`src/rtl/note_seq_pkg.sv`:
```
// note_seq_pkg: shared state encodings, entry field widths and default tick divider for the note sequencer
package note_seq_pkg;
    typedef enum logic [1:0] {IDLE, HOLD, PLAY} state_t;
    typedef enum logic [1:0] {P_READ, P_LOAD, P_TONE} phase_t;
    localparam int NOTE_W = 4;
    localparam int OCT_W = 2;
    localparam int DUR_W = 4;
    localparam int ENTRY_W = NOTE_W + OCT_W + DUR_W;
    localparam int TICK_DIV_DEFAULT = 12_500_000;
endpackage

```
`src/rtl/note_seq_mem.sv`:
```
// note_seq_mem: DEPTH x W single-port RAM, synchronous write, registered read with enable
// Ports: clk, reset (async active-low, clears only the read register), we/wdata write at addr,
//        re loads rdata from addr on the next edge; rdata holds between reads.
module note_seq_mem
    import note_seq_pkg::*;
#(
    parameter int DEPTH = 16,
    parameter int W = ENTRY_W
) (
    input  logic                     clk,
    input  logic                     reset,
    input  logic                     we,
    input  logic                     re,
    input  logic [$clog2(DEPTH)-1:0] addr,
    input  logic [W-1:0]             wdata,
    output logic [W-1:0]             rdata
);
    logic [W-1:0] mem [DEPTH];

    always_ff @(posedge clk)
        if (we) mem[addr] <= wdata;

    always_ff @(posedge clk or negedge reset)
        if (!reset) rdata <= '0;
        else if (re) rdata <= mem[addr];
endmodule

```
`src/rtl/note_sequencer.sv`:
```
// note_sequencer: record/playback controller for key presses feeding the note datapath
// Ports: clk, reset (async active-low); rec_make/rec_break/rec_note/rec_octave from keyboard decode;
//        play_req/stop_req/clear_req control pulses; note_out/octave_out/ld_note/ld_play to datapath;
//        count = stored entries, busy = not IDLE, done = one-cycle end-of-playback pulse.
module note_sequencer
    import note_seq_pkg::*;
#(
    parameter int DEPTH = 16,
    parameter int TICK_DIV = TICK_DIV_DEFAULT,
    parameter int MAX_TICKS = 15
) (
    input  logic                     clk,
    input  logic                     reset,
    input  logic                     rec_make,
    input  logic                     rec_break,
    input  logic [NOTE_W-1:0]        rec_note,
    input  logic [OCT_W-1:0]         rec_octave,
    input  logic                     play_req,
    input  logic                     stop_req,
    input  logic                     clear_req,
    output logic [NOTE_W-1:0]        note_out,
    output logic [OCT_W-1:0]         octave_out,
    output logic                     ld_note,
    output logic                     ld_play,
    output logic [$clog2(DEPTH):0]   count,
    output logic                     busy,
    output logic                     done
);
    localparam int AW = $clog2(DEPTH);
    localparam int TW = $clog2(TICK_DIV + 1);
    localparam logic [AW:0] FULL = (AW + 1)'(DEPTH);
    localparam logic [TW-1:0] TICK_LAST = TW'(TICK_DIV - 1);
    localparam logic [DUR_W-1:0] DUR_SAT = DUR_W'(MAX_TICKS - 1);

    state_t              state;
    phase_t              phase;
    logic [TW-1:0]       tick;
    logic [DUR_W-1:0]    dur;
    logic [AW-1:0]       idx;
    logic [NOTE_W-1:0]   note_l;
    logic [OCT_W-1:0]    oct_l;
    logic [ENTRY_W-1:0]  rdata;
    logic [DUR_W-1:0]    rd_dur;
    logic                tick_wrap;
    logic                we;
    logic                re;
    logic [AW-1:0]       addr;

    assign tick_wrap  = tick == TICK_LAST;
    assign we         = state == HOLD && rec_break;
    assign re         = state == PLAY && phase == P_READ;
    assign addr       = state == HOLD ? count[AW-1:0] : idx;
    // The RAM read register doubles as the note/octave output register, so the
    // loaded values stay valid through the tone and after playback ends.
    assign note_out   = rdata[ENTRY_W-1 -: NOTE_W];
    assign octave_out = rdata[DUR_W +: OCT_W];
    assign rd_dur     = rdata[DUR_W-1:0];
    assign busy       = state != IDLE;

    note_seq_mem #(.DEPTH(DEPTH), .W(ENTRY_W)) u_mem (
        .clk   (clk),
        .reset (reset),
        .we    (we),
        .re    (re),
        .addr  (addr),
        .wdata ({note_l, oct_l, dur + DUR_W'(1)}),
        .rdata (rdata)
    );

    always_ff @(posedge clk or negedge reset) begin
        if (!reset) begin
            state   <= IDLE;
            phase   <= P_READ;
            count   <= '0;
            tick    <= '0;
            dur     <= '0;
            idx     <= '0;
            note_l  <= '0;
            oct_l   <= '0;
            ld_note <= 1'b0;
            ld_play <= 1'b0;
            done    <= 1'b0;
        end else begin
            done    <= 1'b0;
            ld_note <= 1'b0;
            case (state)
                IDLE: begin
                    if (clear_req) count <= '0;
                    else if (rec_make && count != FULL) begin
                        state  <= HOLD;
                        note_l <= rec_note;
                        oct_l  <= rec_octave;
                        tick   <= '0;
                        dur    <= '0;
                    end else if (play_req && count != '0) begin
                        state <= PLAY;
                        phase <= P_READ;
                        idx   <= '0;
                    end
                end
                HOLD: begin
                    if (rec_break) begin
                        count <= count + 1'b1;
                        state <= IDLE;
                    end else begin
                        tick <= tick_wrap ? '0 : tick + 1'b1;
                        if (tick_wrap && dur != DUR_SAT) dur <= dur + 1'b1;
                    end
                end
                PLAY: begin
                    if (stop_req) begin
                        state   <= IDLE;
                        ld_play <= 1'b0;
                    end else begin
                        case (phase)
                            P_READ: begin
                                phase   <= P_LOAD;
                                ld_note <= 1'b1;
                            end
                            P_LOAD: begin
                                phase   <= P_TONE;
                                ld_play <= 1'b1;
                                tick    <= '0;
                                dur     <= rd_dur;
                            end
                            P_TONE: begin
                                tick <= tick_wrap ? '0 : tick + 1'b1;
                                if (tick_wrap) begin
                                    dur <= dur - 1'b1;
                                    // dur counts down the remaining ticks of this entry
                                    if (dur <= DUR_W'(1)) begin
                                        ld_play <= 1'b0;
                                        if ({1'b0, idx} == count - 1'b1) begin
                                            state <= IDLE;
                                            done  <= 1'b1;
                                        end else begin
                                            idx   <= idx + 1'b1;
                                            phase <= P_READ;
                                        end
                                    end
                                end
                            end
                            default: phase <= P_READ;
                        endcase
                    end
                end
                default: state <= IDLE;
            endcase
        end
    end
endmodule
```
`config.mk`:
```
export PLATFORM = sky130hd
export DESIGN_NAME = note_sequencer
export DESIGN_NICKNAME = d
export VERILOG_FILES = /design/src/rtl/note_seq_pkg.sv /design/src/rtl/note_seq_mem.sv /design/src/rtl/note_sequencer.sv
export SDC_FILE = /design/constraint.sdc
export NUM_CORES = 1
export LEC_CHECK = 0
export BUFFER_PORTS_ARGS = -buffer_cell sky130_fd_sc_hd__buf_2
export CAP_MARGIN = 20
export CORE_ASPECT_RATIO = 1.25
export CORE_MARGIN = 3
export CORE_UTILIZATION = 35
export DETAILED_ROUTE_END_ITERATION = 7
export MAX_ROUTING_LAYER = met4
export PLACE_DENSITY = 0.55
export SYNTH_ARGS = -nofsm -noshare
export SYNTH_HDL_FRONTEND = slang
export SYNTH_SLANG_ARGS = --single-unit
```
`constraint.sdc`:
```
create_clock -name clk -period 6.9 [get_ports clk]
set_input_delay 0.69 -clock clk [delete_from_list [all_inputs] [get_ports clk]]
set_output_delay 0.69 -clock clk [all_outputs]
set_load 0.01 [all_outputs]
```
# Word level (Yosys, flattened, before mapping)
# Memories as Yosys holds them, arrays and structs flattened. A register that Yosys moved wholly into a read port is not among the register bits.
# Index checks and enable logic that the tools add are counted.
# word_totals
elab_cells	136
reg_bits	50
latchBits	0
mem_bits_ro	0
output_inout_bits	15
ramBits	160
memories	1
in_bits	13
# memory_table
memory	depth	word_bits	read_ports	rd_ports_with_merged_regs	wr	line	rtl
u_mem.mem	16	10	1	1	1	note_seq_mem.sv:18	logic [W-1:0] mem [DEPTH];
# classes
bitwise	1
eq_ne	32
n_mul	0
muxes	62
n_div	0
reduce_logical	22
n_addsub	6
shift	0
n_lt_le_gt_ge	1
# op_table
cell	count
$mux W24	5
$pmux W24 S3	1
$mux W4	15
$pmux W24 S2	1
$mux W2	16
$add A24 B1 Y24 const B	1
$eq A24 B24 Y1 const B	1
$ne A3 B3 Y1 const B	7
$ne A2 B2 Y1 const B	10
$pmux W4 S2	2
$reduce_and A8 Y1	2
$mux W1	14
$pmux W2 S3	2
$pmux W4 S3	1
$mux W5	2
$pmux W5 S2	1
$ne A3 B2 Y1 const B	3
$reduce_and A9 Y1	1
$add A4 B1 Y4 const B	2
$reduce_and A7 Y1	1
$ne A2 B1 Y1 const B	3
$reduce_and A3 Y1	2
$reduce_and A6 Y1	1
$reduce_bool A2 Y1	3
other kinds (19)	27

# Depth between registers and ports, before layout
# Gate-level depths: netlist (run 1).
# logic_depth
depth_word	8
depth_mapped	12
depth_no_buf	8

# By module
# A second synthesis (run 1) with hierarchy kept.
# unflattened
hier_cells	742
hier_area_um2	10070.9
# modules_own_cells
module	area_each_um2	n_inst	seq_area_each_um2	cells_each
note_seq_mem	6716.4	1	5054.8	376
note_sequencer	3354.5	1	1251.2	366

# Worst setup path before layout (run 1)
# No wires, ideal clock.
# synth_path
kind	flip-flop to flip-flop
start	register count[1]
end	register state[1]
arrival_ns	2.585
n_path_buf	1
path_stages_with_launch	10
slack_ns	4.187
t_required_ns	6.772
cell_sequence	dfrtp_1 clkbuf_1 inv_1 ha_1 nor3b_2 a32o_1 o2111ai_1 or4b_1 a21oi_2 mux2_1
# synth_between
elab_chain_cells	5
# synth_rtl
element	line	rtl
start, declared	note_sequencer.sv:25	output logic [$clog2(DEPTH):0] count,
start signal, assigned	note_sequencer.sv:103	count <= count + 1'b1;
parallel branches: the longest is 5 deep, another holds $sub A5 B1 Y5	--	
end signal, assigned	note_sequencer.sv:90	state <= HOLD;
end signal, assigned	note_sequencer.sv:96	state <= PLAY;
end signal, assigned	note_sequencer.sv:104	state <= IDLE;
end, declared	note_sequencer.sv:35	state_t state;
# Parallel ways; which one is timed is not known. The select of a mux whose other input is x is not followed.
# A chain may end at the register's enable or synchronous reset.

# Final worst setup path (run 1)
# layout_path
start	register state[1]
end	register u_mem.rdata[0], read port of u_mem.mem
# layout_between
elab_chain_cells	2
# layout_rtl
element	line	rtl
start signal, assigned	note_sequencer.sv:72	state <= IDLE;
start signal, assigned	note_sequencer.sv:90	
start signal, assigned	note_sequencer.sv:96	
$eq A2 B1 Y1 or $eq A2 B2 Y1 (tied branches)	note_sequencer.sv:52, note_sequencer.sv:51	
$mux W4 or $logic_and A1 B1 Y1 (tied branches)	note_sequencer.sv:52, note_sequencer.sv:51	
end, declared	note_seq_mem.sv:16	output logic [W-1:0] rdata
# Parallel ways exist; a longest one is shown, timed or not.

==> results.md, run 1 <==
* Outcome: completed
* Boundary pin count at 28
* Synth cell types at 64
* Fin crit share at 0.461
* Lkg Pwr at 3.94 nW
* Clock tree buffer depth at 3
* Combinational share of power at 0.234
* Clk pwr share at 0.309
* Arrival time at the worst endpoint at 3.56 ns
* Fin. max-slew vios at 0
* Via total after detailed routing at 6,030
* Htree depth at 1
* Yosys reg bits at 220
* Async SR Flop Fraction at 0.273
* Slew HR at 0.262
* Die footprint at 0.0299 mm^2
* GRT overflow at 0
* Initial antenna violation count at 0
* Synth area leaders: edfxtp_1 49%, dfrtp_1 15%, mux4_2 5.5%
* Dominant synthesized flop cell: edfxtp_1
* Layout net count at 782
* DR DRC count at 0
* HPWL after detailed placement at 15.0 mm
* Post-route minimum period at 3.18 ns
* Post_cts resized at 0
* Endpoint class of the critical path: flop
* Final antenna-violating net count at 0
* Seq pwr share at 0.457
* Core Area at 0.0272 mm^2
* Ys Warns at 0
* Fmax achieved at 0.315 GHz
* Die X-Extent at 155 um
* Yosys top cell by area: edfxtp_1
* CTS root buf: clkbuf_16
* Min-delay worst type: in -> async
* Slew of the pin with the lowest slew margin at 1.10 ns
* Worst reg-to-reg setup slack at 3.72 ns
* Hold_buf cts at 0
* CP max stage delay at 0.63 ns
* # rows at 67
* Cts bufs inserted at 24
* Pre-antenna DRT Iters at 5
* Net Sw Frac at 0.323
* Worst Reg-to-Reg Cells at 9
* Drt initial violations at 386
* Final setup viols at 0
* Sink Count at 220
* Final hold vios at 0
* CP delay by family, top: buffers and inverters
* Worst path required time at 7.29 ns
* Final instance area at 0.0111 mm^2
* Starting Density at 0.359
* Power Dens Cells at 369 mW/mm^2
* Seq/Total Area, Yosys at 0.646
* Hold WS at 0.369 ns
* CTS tree: done
* Share of the synthesized area in the top cell type at 0.492
* Synth Instances at 722
* CP max FO at 44
* Register area at 0.00631 mm^2
* TNS Setup at 0 ns
* Fill cells at 2,588
* Net switching power at 1.32 mW
* Antenna diode count at 0
* DR vias/cell at 5.38
* Die Ht at 193 um
* First-pass GRT wire length at 35.8 mm
* GPL Wtd Cong at 0.784
* Buffers added on ports at 27
* Clk slew on worst S/H paths at 0.06 ns
* Multi-input logic area at 0.00321 mm^2
* Reg-to-Reg Start: state[1]
* P&R area growth vs syn at 13.8%
* GRT Util Overall at 0.158
* Critical path cell sequence: inv_1 -> ha_1 -> buf_4 -> mux2_2 -> buf_4 -> mux4_2 -> nor2b_1 -> a2111oi_0 -> a21oi_1
* Crit Path Class: reg -> reg
* Synth Net Count at 747
* Pin count of the biggest net entering global routing at 61
* Fin util at 0.409
* Mapped Area at 0.00976 mm^2
* Critical path launch point type: flop
* Number of enable flip-flop cells after synthesis at 160
* RSZ-0062 raised after global routing: no
* Number of global-route vias before repair at 6,121
* P_int at 2.78 mW
* Worst R2R End: u_mem.rdata[0]
* Dpl cell area at 0.0103 mm^2
* Syn avg cell area at 13.5 um^2
* WL final at 22.7 mm
* WL/cell at 20.3 um
* Crit path top cell by count: buf_4
* Max-Cap Viols at 0
* Post-CTS Setup Inserts at 0
* Fraction of layout cells with a size suffix above 1 at 0.163
* Worst path slowest cell: buf_4
* Layout Skew at 0.00881 ns
* Worst skew pair latency at 0.51 ns
* CP Buf/Inv Count at 3
* Peak supply drop at 0.226 mV
cell usage after synthesis, drive strengths merged, types with 5 or more instances:
| cell type | instances |
|---|---|
| edfxtp | 160 |
| nand2 | 61 |
| nor2 | 61 |
| dfrtp | 60 |
| a21oi | 45 |
| o21ai | 30 |
| mux4 | 24 |
| nand3 | 23 |
| mux2i | 22 |
| buf | 20 |
| clkbuf | 18 |
| xor2 | 18 |
| inv | 16 |
| nor2b | 15 |
| ha | 12 |
| and3 | 10 |
| mux2 | 10 |
| nor3 | 10 |
| o22ai | 10 |
| nand4 | 9 |
| xnor2 | 8 |
| or4 | 7 |
| nand2b | 6 |
| a221oi | 5 |
| o31ai | 5 |
worst max path at each step:
stage	startpoint	end	slack [ns]	depth (start not counted)
4_1_cts	state[1]	u_mem.rdata[3]	3.68	9
3_3_place_gp	state[1]	u_mem.rdata[5]	3.76	9
2_1_floorplan	count[1]	state[1]	4.19	9
6_report	state[1]	u_mem.rdata[0]	3.72	9
3_5_place_dp	state[1]	u_mem.rdata[0]	3.73	9
5_1_grt	state[1]	u_mem.rdata[0]	3.40	9
final cells by class:
type	count	share of cell area
sequential	220	0.568
multi-input combinational	448	0.289
clock buffer	32	0.0595
tap	345	0.0389
timing repair buffer	47	0.0280
clock inverter	12	0.0118
inverter	16	0.00541
layout by cell type (no fill, tap or decap), types with 5 or more instances in the layout:
| master | netlist | routed |
|---|---|---|
| edfxtp_1 | 160 | 160 |
| nor2_1 | 61 | 61 |
| nand2_1 | 61 | 61 |
| dfrtp_1 | 60 | 60 |
| a21oi_1 | 44 | 44 |
| o21ai_0 | 28 | 28 |
| buf_2 | 10 | 27 |
| mux4_2 | 24 | 24 |
| clkbuf_16 | 0 | 24 |
| nand3_1 | 23 | 23 |
| mux2i_1 | 22 | 22 |
| xor2_1 | 18 | 18 |
| inv_1 | 16 | 16 |
| nor2b_1 | 15 | 15 |
| buf_4 | 8 | 13 |
| ha_1 | 12 | 12 |
| and3_1 | 10 | 10 |
| o22ai_1 | 10 | 10 |
| mux2_2 | 8 | 9 |
| nand4_1 | 8 | 8 |
| xnor2_1 | 8 | 8 |
| nor3_1 | 9 | 8 |
| or4_1 | 7 | 7 |
| buf_6 | 1 | 7 |
| nand2b_1 | 6 | 6 |
| a221oi_1 | 5 | 5 |
| o31ai_1 | 5 | 5 |
| clkbuf_1 | 18 | 5 |
worst reg2reg max path, delay by kind of cell, from the launching register on:
family,cells,cell delay (ns)
buf+inv,3,0.99
simple gates,1,0.14
mux,2,0.84
flops,1,0.40
compound gates,2,0.54
fa+ha+maj,1,0.14
flip-flops by register name, summed over array words and instances, names as in the netlist, 2 cells and up:
| name | count |
|---|---|
| count | 5 |
| dur | 4 |
| idx | 4 |
| note_l | 4 |
| oct_l | 2 |
| phase | 2 |
| state | 2 |
| tick | 24 |
| u_mem.mem | 160 |
| u_mem.rdata | 10 |
metal layers:
metal  routed length, um  share of wire  track usage
met5                   0              0            -
met1                9890           0.44        0.203
met4                 518          0.023       0.0384
met2               11600           0.51        0.270
met3                 725          0.032       0.0197
power groups by stage:
stage	registers, mW	clock network (mW)	logic, mW
floorplan	1.80	0	0.733
global placement	1.90	0	0.952
detailed placement	1.90	0	0.954
CTS	1.88	1.30	0.960
global route	1.90	1.35	1.07
finish	1.88	1.27	0.959
per-stage QoR:
| step | worst slack, ns | cells | total power [mW] |
|---|---|---|---|
| 6_report | 3.72 | 1120 | 4.10 |
| 5_1_grt | 3.40 | 1120 | 4.32 |
| 4_1_cts | 3.68 | 1115 | 4.13 |
| 3_5_place_dp | 3.73 | 1071 | 2.86 |
| 3_3_place_gp | 3.76 | 1066 | 2.85 |
| 2_1_floorplan | 4.19 | 722 | 2.53 |
cells by family (layout without fill, tap and decap cells):
group           Yosys count  count (layout)  synth area share
compound gates          125             125            0.0788
xor+xnor                 26              26            0.0233
fa+ha+maj                12              12            0.0154
buf+inv                  54             107            0.0259
flops                   220             220             0.646
mux                      56              56            0.0895
simple gates            229             229             0.121
No activity file was read; power rests on OpenSTA's default activity.
==> inputs of run 2 (changes only) <==
--- a/config.mk
+++ b/config.mk
@@ -5,6 +5,7 @@
 export SDC_FILE = /design/constraint.sdc
 export NUM_CORES = 1
 export LEC_CHECK = 0
+export ABC_AREA = 1
 export BUFFER_PORTS_ARGS = -buffer_cell sky130_fd_sc_hd__buf_2
 export CAP_MARGIN = 20
 export CORE_ASPECT_RATIO = 1.25
@@ -12,7 +13,7 @@
 export CORE_UTILIZATION = 35
 export DETAILED_ROUTE_END_ITERATION = 7
 export MAX_ROUTING_LAYER = met4
-export PLACE_DENSITY = 0.55
+export PLACE_DENSITY = 0.57
 export SYNTH_ARGS = -nofsm -noshare
 export SYNTH_HDL_FRONTEND = slang
 export SYNTH_SLANG_ARGS = --single-unit
==> constraint.sdc (replaced) <==
create_clock -name clk -period 2.6 [get_ports clk]
set_input_delay 0.26 -clock clk [delete_from_list [all_inputs] [get_ports clk]]
set_output_delay 0.26 -clock clk [all_outputs]
set_load 0.01 [all_outputs]
==> run 2 against run 1 <==
  * Global-route usage up 1.1 points
  * Fmax up 36%
  * Combinational power rose to 4.7 times the previous value
  * Critical path depth down 1
  * Setup slack worse by 3.5 ns
  * Synthesized cell count up 61%
  * Critical path type unchanged
  * Largest power group unchanged
==> results.md, run 2 <==
* Async SR Flop Fraction at 0.273
* Clock tree buffer depth at 3
* Worst reg-to-reg setup slack at 0.26 ns
* Max reg flops at 160
* Outcome: completed
* DR vias/cell at 4.78
* Layout net count at 1,245
* Antenna diode count at 0
* CTS root buf: clkbuf_16
* Most common cell after layout, fill and taps aside: nand2_1
* Die footprint at 0.0322 mm^2
* Slew of the pin with the lowest slew margin at 0.870 ns
* Share of the synthesized area in the top cell type at 0.457
* Fin util at 0.410
* Most frequent cell after synthesis: nand2_1
* DR DRC count at 0
* Most frequent cells after synthesis: 514 x nand2_1, 160 x edfxtp_1, 114 x nor2_1
* Post-CTS Setup Inserts at 0
* Seq/Total Area, Yosys at 0.599
* Ys Warns at 0
* Boundary pin count at 28
* Initial antenna violation count at 0
* TNS Setup at 0 ns
* Syn avg cell area at 9.04 um^2
* Fin. max-slew vios at 0
* Top layer in use: met4
* Drt initial violations at 531
* Fraction of layout cells with a size suffix above 1 at 0.113
* Min-delay worst type: in -> reg
* Synth Net Count at 1,189
* Synth area leaders: edfxtp_1 46%, nand2_1 18%, dfrtp_1 14%
* Buffers added on ports at 27
* Pin count of the biggest net entering global routing at 61
* P&R area growth vs syn at 14.7%
* Net Sw Frac at 0.393
* GPL Wtd Cong at 0.894
* Cts bufs inserted at 23
* Die X-Extent at 161 um
* Endpoint class of the critical path: flop
* Number of enable flip-flop cells after synthesis at 160
* Met3 wire len at 1.19 mm
* Clk slew on worst S/H paths at 0.06 ns
* CTS tree: done
* Largest registers: u_mem.mem (160), tick (24), u_mem.rdata (10)
* Yosys reg bits at 220
* Lkg Pwr at 5.11 nW
* M1 WL at 10.6 mm
* Combinational share of power at 0.354
* Dominant synthesized flop cell: edfxtp_1
* Power Dens Cells at 1060 mW/mm^2
* Final antenna-violating net count at 0
* Fin crit share at 0.900
* Critical path launch point type: flop
* P_int at 7.76 mW
* # rows at 70
* Slew HR at 0.420
* HPWL after detailed placement at 18.2 mm
* Peak supply drop at 0.664 mV
* Post-route minimum period at 2.34 ns
* Number of global-route vias before repair at 7,702
* Max-Cap Viols at 0
* GRT Util Overall at 0.170
* Core Area at 0.0294 mm^2
* Worst skew pair latency at 0.52 ns
* GRT overflow at 0
* Yosys top cell by area: edfxtp_1
* Clk pwr share at 0.257
* Most frequent cells in the layout: 514 x nand2_1, 160 x edfxtp_1, 114 x nor2_1, 87 x nand3_1, 60 x dfrtp_1
* Seq pwr share at 0.389
* Final setup viols at 0
* Crit Path Class: reg -> reg
* Reg with most FFs: u_mem.mem
* Final hold vios at 0
* First-pass GRT wire length at 42.0 mm
* Via total after detailed routing at 7,802
* Pre-antenna DRT Iters at 5
* CP max FO at 17
* Net switching power at 5.02 mW
* Fmax achieved at 0.427 GHz
* Worst path required time at 2.83 ns
* RSZ-0062 raised after global routing: no
* Arrival time at the worst endpoint at 2.57 ns
* Mapped Area at 0.0105 mm^2
* Routed wl met2 at 13.4 mm
* Layout Skew at 0.0199 ns
* Fill cells at 2,960
* Sink Count at 220
* WL final at 26.3 mm
* WL/cell at 16.1 um
* Synth cell types at 38
* Synth Instances at 1,164
* Die Ht at 200 um
* Starting Density at 0.358
* Htree depth at 1
==> run 2: worst paths after layout <==
kind,startpoint,endpoint,cells past startpoint
max,state[1],u_mem.mem[2][5],8
min,rec_make,state[0],5
max reg2reg,state[1],u_mem.mem[2][5],8
min reg2reg,tick[1],tick[1],2
max in group asynchronous,reset,count[0],3
min in group asynchronous,reset,ld_note,2
==> run 2: per-stage QoR <==
| stage | power, mW | std cells | worst slack [ns] | area (um^2) | hold WS (ns) |
|---|---|---|---|---|---|
| 3_5_place_dp | 9.60 | 1583 | 0.0190 | 11200 | 0.297 |
| 4_1_cts | 12.9 | 1633 | 0.00961 | 12100 | 0.161 |
| 6_report | 12.8 | 1633 | 0.260 | 12100 | 0.183 |
| 2_1_floorplan | 8.01 | 1164 | 0.288 | 10500 | -0.0356 |
| 3_3_place_gp | 9.59 | 1583 | 0.0328 | 11200 | 0.295 |
| 5_1_grt | 13.7 | 1633 | 0.0706 | 12100 | 0.197 |
==> run 2: cell families after synthesis <==
family                     after synthesis  synth area share
and+or+nand+nor                        758             0.292
DFF                                    220             0.599
buffers and inverters                  114            0.0523
AOI/OAI and AO/OA                       39            0.0210
xor gates and xnor gates                15            0.0125
adders and majority gates               12            0.0143
muxes                                    6           0.00820
==> run 2: repair_timing <==
action,4_1_cts,5_1_grt
hold buffers,8,0
endpoints found under the hold margin,30,0
endpoints found under the setup margin,0,98
resized for setup,0,3
==> run 2: metal layers <==
| layer | vias to the layer above | GRT usage |
|---|---|---|
| li1 | 3876 | - |
| met1 | 3694 | 0.197 |
| met2 | 174 | 0.301 |
| met3 | 58 | 0.0202 |
| met4 | 0 | 0.0669 |
| met5 | - | - |
==> run 2: final cells by class <==
class / instances / area (um^2) / area share
Multi-Input combinational cell: 830 / 3680 / 0.305
Sequential cell: 220 / 6310 / 0.522
Inverter: 67 / 254 / 0.0210
Tap cell: 396 / 495 / 0.0410
Clock buffer: 31 / 606 / 0.0502
Clock inverter: 11 / 144 / 0.0119
Timing Repair Buffer: 78 / 588 / 0.0487
==> run 2: worst max-delay path: stages (launching register included) <==
cell,delay (ns)
dfrtp_1,0.41
inv_1,0.10
ha_2,0.29
buf_4,0.19
o21ai_4,0.14
inv_4,0.21
nand3_1,0.21
nor2_1,0.28
buf_4,0.22
==> run 2: power by group through the flow <==
stage	Sequential, mW	Combinational [mW]	Clock, mW
3_3_place_gp	5.05	4.55	0
2_1_floorplan	4.73	3.28	0
5_1_grt	5.03	5.15	3.48
6_report	4.97	4.53	3.28
4_1_cts	4.98	4.57	3.36
3_5_place_dp	5.05	4.55	0
==> inputs of run 3 (changes only) <==
--- a/config.mk
+++ b/config.mk
@@ -8,12 +8,15 @@
 export ABC_AREA = 1
 export BUFFER_PORTS_ARGS = -buffer_cell sky130_fd_sc_hd__buf_2
 export CAP_MARGIN = 20
+export CELL_PAD_IN_SITES_DETAIL_PLACEMENT = 0
+export CELL_PAD_IN_SITES_GLOBAL_PLACEMENT = 1
 export CORE_ASPECT_RATIO = 1.25
-export CORE_MARGIN = 3
+export CORE_MARGIN = 4
 export CORE_UTILIZATION = 35
 export DETAILED_ROUTE_END_ITERATION = 7
 export MAX_ROUTING_LAYER = met4
-export PLACE_DENSITY = 0.57
+export PLACE_DENSITY = 0.68
+export SLEW_MARGIN = 15
 export SYNTH_ARGS = -nofsm -noshare
 export SYNTH_HDL_FRONTEND = slang
 export SYNTH_SLANG_ARGS = --single-unit
==> run 3 against run 2 <==
  * Count of clock-buffer cells in the layout rose by 1
  * Critical path depth did not move
  * Final area rose by 0.44%
  * Sequential cell count did not move
  * Setup slack improved by 0.075 ns
  * Worst hold slack got worse by 0.021 ns
  * Global-route usage fell by 0.46 points
  * Core utilization rose by 0.18 points
  * Critical path type unchanged
  * Largest power group unchanged
==> results.md, run 3 (synthesized netlist as in run 2, its figures left out) <==
* Die X-Extent at 163 um
* Crit path top cell by count: buf_4
* Critical path launch point type: flop
* Max-Cap Viols at 0
* WL final at 26.7 mm
* DR vias/cell at 4.76
* Power Dens Cells at 1060 mW/mm^2
* Outcome: completed
* WL/cell at 16.3 um
* Min-delay worst type: in -> reg
* Layout Skew at 0.0249 ns
* Crit Path Class: reg -> reg
* Lkg Pwr at 5.14 nW
* CP startpoint: state[1]
* CTS tree: done
* Clock tree buffer depth at 3
* # rows at 70
* Final antenna-violating net count at 0
* Die footprint at 0.0329 mm^2
* Final instance area at 0.0121 mm^2
* Hold Path Stages at 5
* CP max FO at 28
* Die Ht at 202 um
* Number of global-route vias before repair at 7,631
* First-pass GRT wire length at 41.8 mm
* Layout net count at 1,248
* Fin crit share at 0.871
* Final setup viols at 0
* P&R area growth vs syn at 15.2%
* Pin count of the biggest net entering global routing at 48
* Max reg flops at 160
* Critical path cell sequence: inv_1 -> ha_1 -> buf_4 -> nand2_2 -> nand2_4 -> nand3_1 -> nor2_1 -> buf_4
* Slew HR at 0.526
* Dpl cell area at 0.0113 mm^2
* Arrival time at the worst endpoint at 2.48 ns
* Worst path required time at 2.81 ns
* Slew of the pin with the lowest slew margin at 0.710 ns
* Initial antenna violation count at 0
* CP delay by family, top: simple AND/OR/NAND/NOR gates
* CP max stage delay at 0.41 ns
* Most common cell after layout, fill and taps aside: nand2_1
* CP Buf/Inv Count at 3
* GRT Util Overall at 0.165
* Worst skew pair latency at 0.52 ns
* DR DRC count at 0
* Fin. max-slew vios at 0
* Min-Delay Endpoint: state[0]
* Sink Count at 220
* Via total after detailed routing at 7,790
* Most frequent cells in the layout: 514 x nand2_1, 160 x edfxtp_1, 114 x nor2_1, 87 x nand3_1, 60 x dfrtp_1
* Boundary pin count at 28
* Post-CTS Setup Inserts at 0
* Starting Density at 0.358
* Reg-to-Reg Start: state[1]
* Endpoint class of the critical path: flop
* Post-route minimum period at 2.26 ns
* Antenna diode count at 0
* Cts bufs inserted at 24
* Worst Reg-to-Reg Cells at 8
* GR Layer Usage met2 at 0.303
* Htree depth at 1
* Worst path slowest cell: dfrtp_1
* Largest registers: u_mem.mem (160), tick (24), u_mem.rdata (10)
* CTS root buf: clkbuf_16
* Busiest grt layer: met2
* Clk slew on worst S/H paths at 0.06 ns
* Core Area at 0.0294 mm^2
* Pre-antenna DRT Iters at 5
* Met1 Use GR at 0.193
* TNS Setup at 0 ns
* GRT overflow at 0
* Buffers added on ports at 27
* Worst R2R End: u_mem.mem[3][0]
* HPWL after detailed placement at 18.2 mm
* Worst reg-to-reg setup slack at 0.34 ns
* RSZ-0062 raised after global routing: no
* Global Route met3 Usage at 0.0196
* Fmax achieved at 0.442 GHz
* Hold path start: rec_make
* Fraction of layout cells with a size suffix above 1 at 0.115
* Reg with most FFs: u_mem.mem
* Final hold vios at 0
* GPL Wtd Cong at 0.837
* Peak supply drop at 0.609 mV
* Fill cells at 3,009
* Drt initial violations at 403
-- run 3: how the worst max path moves through the flow --
| stage | to | slack (ns) | cells after the start |
|---|---|---|---|
| 6_report | u_mem.mem[3][0] | 0.34 | 8 |
| 5_1_grt | u_mem.rdata[4] | 0.15 | 14 |
| 4_1_cts | u_mem.mem[3][0] | 0.29 | 8 |
| 3_5_place_dp | u_mem.mem[3][0] | 0.33 | 8 |
| 3_3_place_gp | u_mem.mem[3][0] | 0.35 | 8 |
| 2_1_floorplan | u_mem.mem[12][0] | 0.29 | 10 |
-- run 3: worst register-to-register path, stage by stage (launching register included) --
cell	delay [ns]
dfrtp_1	0.41
inv_1	0.09
ha_1	0.20
buf_4	0.19
nand2_2	0.08
nand2_4	0.29
nand3_1	0.24
nor2_1	0.26
buf_4	0.21
-- run 3: per-layer routing --
| layer | vias to the layer above | wire length, um |
|---|---|---|
| li1 | 3890 | - |
| met1 | 3734 | 10800 |
| met2 | 131 | 14300 |
| met3 | 35 | 1060 |
| met4 | 0 | 527 |
| met5 | - | 0 |
-- run 3: power breakdown --
part	internal [mW]	total, mW	switching (mW)
combinational	1.44	4.56	3.12
clock	2.01	3.36	1.35
sequential	4.40	4.91	0.505
-- run 3: layout make-up --
class / instances / area, um^2 / area share
clock inverter: 12 / 149 / 0.0123
tap: 396 / 495 / 0.0409
sequential: 220 / 6310 / 0.520
inverter: 67 / 251 / 0.0207
clock buffer: 32 / 631 / 0.0520
multi-input combinational: 830 / 3680 / 0.303
timing repair buffer: 80 / 616 / 0.0508
-- run 3: through the flow --
| step | hold slack [ns] | util | setup WS [ns] | power [mW] | instances |
|---|---|---|---|---|---|
| after global routing | 0.212 | 0.412 | 0.145 | 13.7 | 1637 |
| final | 0.162 | 0.412 | 0.335 | 12.8 | 1637 |
| after CTS | 0.135 | 0.412 | 0.294 | 13.1 | 1637 |
| after floorplan | -0.0356 | - | 0.288 | 8.01 | 1164 |
| after detailed placement | 0.258 | 0.383 | 0.330 | 9.65 | 1585 |
| after global placement | 0.257 | 0.383 | 0.347 | 9.62 | 1585 |
-- run 3: what timing repair did --
action	in CTS	in global routing
gates resized for setup	0	0
hold buffers	8	0
endpoints found under the hold margin	24	0
